==> config.mk <==
export PLATFORM = sky130hd
export DESIGN_NAME = timeout_counter
export DESIGN_NICKNAME = d
export VERILOG_FILES = /design/src/rtl/response_checker_timeout_counter.sv
export SDC_FILE = /design/constraint.sdc
export NUM_CORES = 1
export LEC_CHECK = 0
export ABC_AREA = 1
export ABC_CLOCK_PERIOD_IN_PS = 3450
export BUFFER_PORTS_ARGS = -buffer_cell sky130_fd_sc_hd__buf_2
export CAP_MARGIN = 20
export CORE_ASPECT_RATIO = 1.4
export CORE_MARGIN = 8
export CORE_UTILIZATION = 60
export DETAILED_ROUTE_END_ITERATION = 8
export GPL_TIMING_DRIVEN = 0
export PLACE_DENSITY = 0.82
export SYNTH_ARGS = -nofsm -noshare
export SYNTH_HDL_FRONTEND = slang
export SYNTH_SLANG_ARGS = --single-unit
==> constraint.sdc <==
create_clock -name clk -period 3.45 [get_ports clk]
set_input_delay 0 -clock clk [delete_from_list [all_inputs] [get_ports clk]]
set_output_delay 0 -clock clk [all_outputs]
set_load 0.01 [all_outputs]
==> src/rtl/response_checker_timeout_counter.sv <==
// Per-note timeout: counts enabled cycles since the last clear and flags expiry
// once TIMEOUT_CYCLES-1 is reached (then holds there).
module timeout_counter #(
    parameter int TIMEOUT_CYCLES = 25000000
) (
    input  logic clk,
    input  logic reset,
    input  logic clear,
    input  logic enable,
    output logic expired
);

    localparam int CNT_W = $clog2(TIMEOUT_CYCLES) + 1;

    logic [CNT_W-1:0] count;

    assign expired = (count == CNT_W'(TIMEOUT_CYCLES - 1));

    always_ff @(posedge clk) begin
        if (!reset) begin
            count <= '0;
        end else if (clear) begin
            count <= '0;
        end else if (enable && !expired) begin
            count <= count + CNT_W'(1);
        end
    end

endmodule

==> metrics <==
Post-Syn Area 0.001475 mm^2; die area between 0.004 and 0.005 mm^2; Worst VDD drop about 280 uV; r2r setup slk approximately 1.8 ns; DP Wirelength 2431 um; fin util roughly two thirds; Power per Cell Area between 300 and 400 mW/mm^2; Vias 1,426; cts repair resizes 0; RSZ-0062 raised after global routing no; post-synthesis compound-gate area fraction under 10%; number of CTS-inserted buffers 3; Final Hold Fails 0; DR WL/cell 11.53 um; number of distinct library cells after synthesis 21; WHS around 0.064 ns; biggest regs count x26; Hold Path Cell Cnt 4; clk slew on worst S/H paths 0.14 ns; Core Rows 21; Post-Syn Instances roughly 240; Setup Viol. Count Final 0; Worst EP required 3.45 ns; Final nets about 250; DR vias/cell around 5.4; Worst path depth 9; # placed instances 262; fillers roughly 240; max-cap viol count 0; total power roughly 0.00048 W; Mapped Nets 240; Placer Congestion approximately 0.84; fin crit share about 55%; Post-Layout Cell Count between 200 and 300; leakage power 0.6128 nW; DRC viols 0; largest net degree at the start of global routing 15; Slew Viols, Final 0; max incr delay on CP ~0.4 ns; Final Skew ~0.0056 ns; height of the die ~75 um; commonest cells after routing, fill and taps aside nand2_1 (57), nor2_1 (46), inv_1 (28); CTS H-tree lvls 1; critical-path maximum fanout 10; Slew headroom between 80% and 90%; Post-CTS Setup Inserts 0; commonest non-fill, non-tap cell in the layout nand2_1; crit end category output pin; XOR/XNOR share of the synthesized area about 1.2%; share of layout cells above drive strength 1 9.465%; Global Route Usage Sum 15.54%; Worst-Skew Late Latency 0.32 ns; CTS Sinks 26; post-cts hold buffer count 0; max FFs per register 26; status finished clean; Synth Warn # 0; Post-Synth Simple-Gate Area a little over two fifths; wire length of the first global-routing pass approximately 5400 um; CP top delay family simple AND/OR/NAND/NOR gates; width of the die 57.91 um; CTS tree built; vias in the first global route between 1,000 and 1,500; Detail Route Antenna Nets 0; Sequential Area 520.5 um^2; Worst path slowest cell dfxtp_1; post-synthesis adder-cell area fraction less than 1%; 1st-iter DRT viols 47; Ports 5; First-pass DRT Iterations 4; critical path arrival between 1.5 and 2 ns; Worst-Margin Slew around 0.26 ns; Syn Area/Cell ~6.3 um^2; crit path launch type register; Multi-input gate area 810.8 um^2; Total Wirelength 3066 um; main combinational cell family by area after synthesis simple AND/OR/NAND/NOR gates; WP buf/inv 3; n_diodes 0; Root Driver clkbuf_4; Yosys reg bits 26; total negative slack 0 ns; crit path cell chain ha_1, nand2_1, nor2_2, nand2_1, nor2_2, nand3_2, buf_2, inv_1, buf_2; CORE AREA around 0.0024 mm^2; R2R depth 9; proportion of synthesized area in mux cells 0%; clk buf depth 2; Port Buf Inserts 4; Min Clock Period, post-route 1.906 ns; Biggest register count; Hold Crit Class input port to register; sequential share of the synthesized area 35.28%; critical setup path kind register to output pin; achievable frequency around 520 MHz; Synth-to-Final Area Change 5.768%; GR Overflow Total 0; initial antenna violation count 0; Initial Utilization between 60% and 70%
[worst register-to-register path, stage by stage, from the launching register on]
cell	delay, ns
dfxtp_1	0.40
ha_1	0.20
nand2_1	0.10
nor2_2	0.11
nand2_1	0.10
nor2_2	0.11
nand3_2	0.15
buf_2	0.23
a21oi_1	0.14
nor2_1	0.06
[cells in the mapped netlist]
cell type	count	area share (%)
ha_1	1	0.85
dfxtp_1	26	35
o21ai_0	4	1.4
buf_4	2	1.0
o21a_1	2	1.0
nand3_4	1	1.2
nor2_4	1	0.76
nand3_1	23	7.8
nand4_1	4	1.7
clkbuf_8	1	0.93
nor2_2	5	2.1
nand3_2	1	0.68
a21oi_1	22	7.5
buf_2	2	0.68
nand2_2	1	0.42
inv_1	28	7.1
and2_2	1	0.51
nor2_1	46	12
nor3_1	5	1.7
xor2_1	2	1.2
nand2_1	57	15
[logic make-up (layout without fill, tap and decap cells)]
kind of cell,count (synthesis),in the layout
AO/OA/AOI/OAI,28,28
XOR/XNOR,2,2
adder cells (fa/ha/maj),1,1
buffers and inverters,33,41
flip-flops,26,26
AND/OR/NAND/NOR,145,145
[area by class of cell]
cell class              count  area share, %
multi-input cells         176          51.96
well taps                  23          1.844
flip-flops and latches     26          33.36
plain buffers               5          2.486
inverters                  28          6.736
clock buffers               4          2.326
repair buffers              4          1.283
[power by group]
group / leakage, nW / internal, W / total, W / switching [W]
Combinational: 0.382 / 0.00000753 / 0.0000193 / 0.0000118
Sequential: 0.209 / 0.000301 / 0.000302 / 0.000000729
Clock: 0.0210 / 0.0000646 / 0.000154 / 0.0000895
[through the flow]
stage	worst slack, ns	cell area (um^2)
after floorplan	2.040	1475
after global placement	1.830	1524
after detailed placement	1.807	1524
after CTS	1.560	1560
after global routing	1.408	1560
final	1.544	1560
[worst paths after layout]
kind,to,startpoint
max reg2reg,count[14],count[0]
max,expired,count[0]
min reg2reg,count[1],count[1]
min,count[1],clear
[per-layer routing]
metal | vias to the layer above | GRT usage, % | part of all wire, %
met2 | 18 | 29.48 | 53
met5 | - | 0 | 0
met4 | 0 | 4.645 | 1.4
li1 | 761 | - | -
met1 | 642 | 17.54 | 42
met3 | 5 | 1.880 | 2.9
Power figures use the tool's default switching activity.
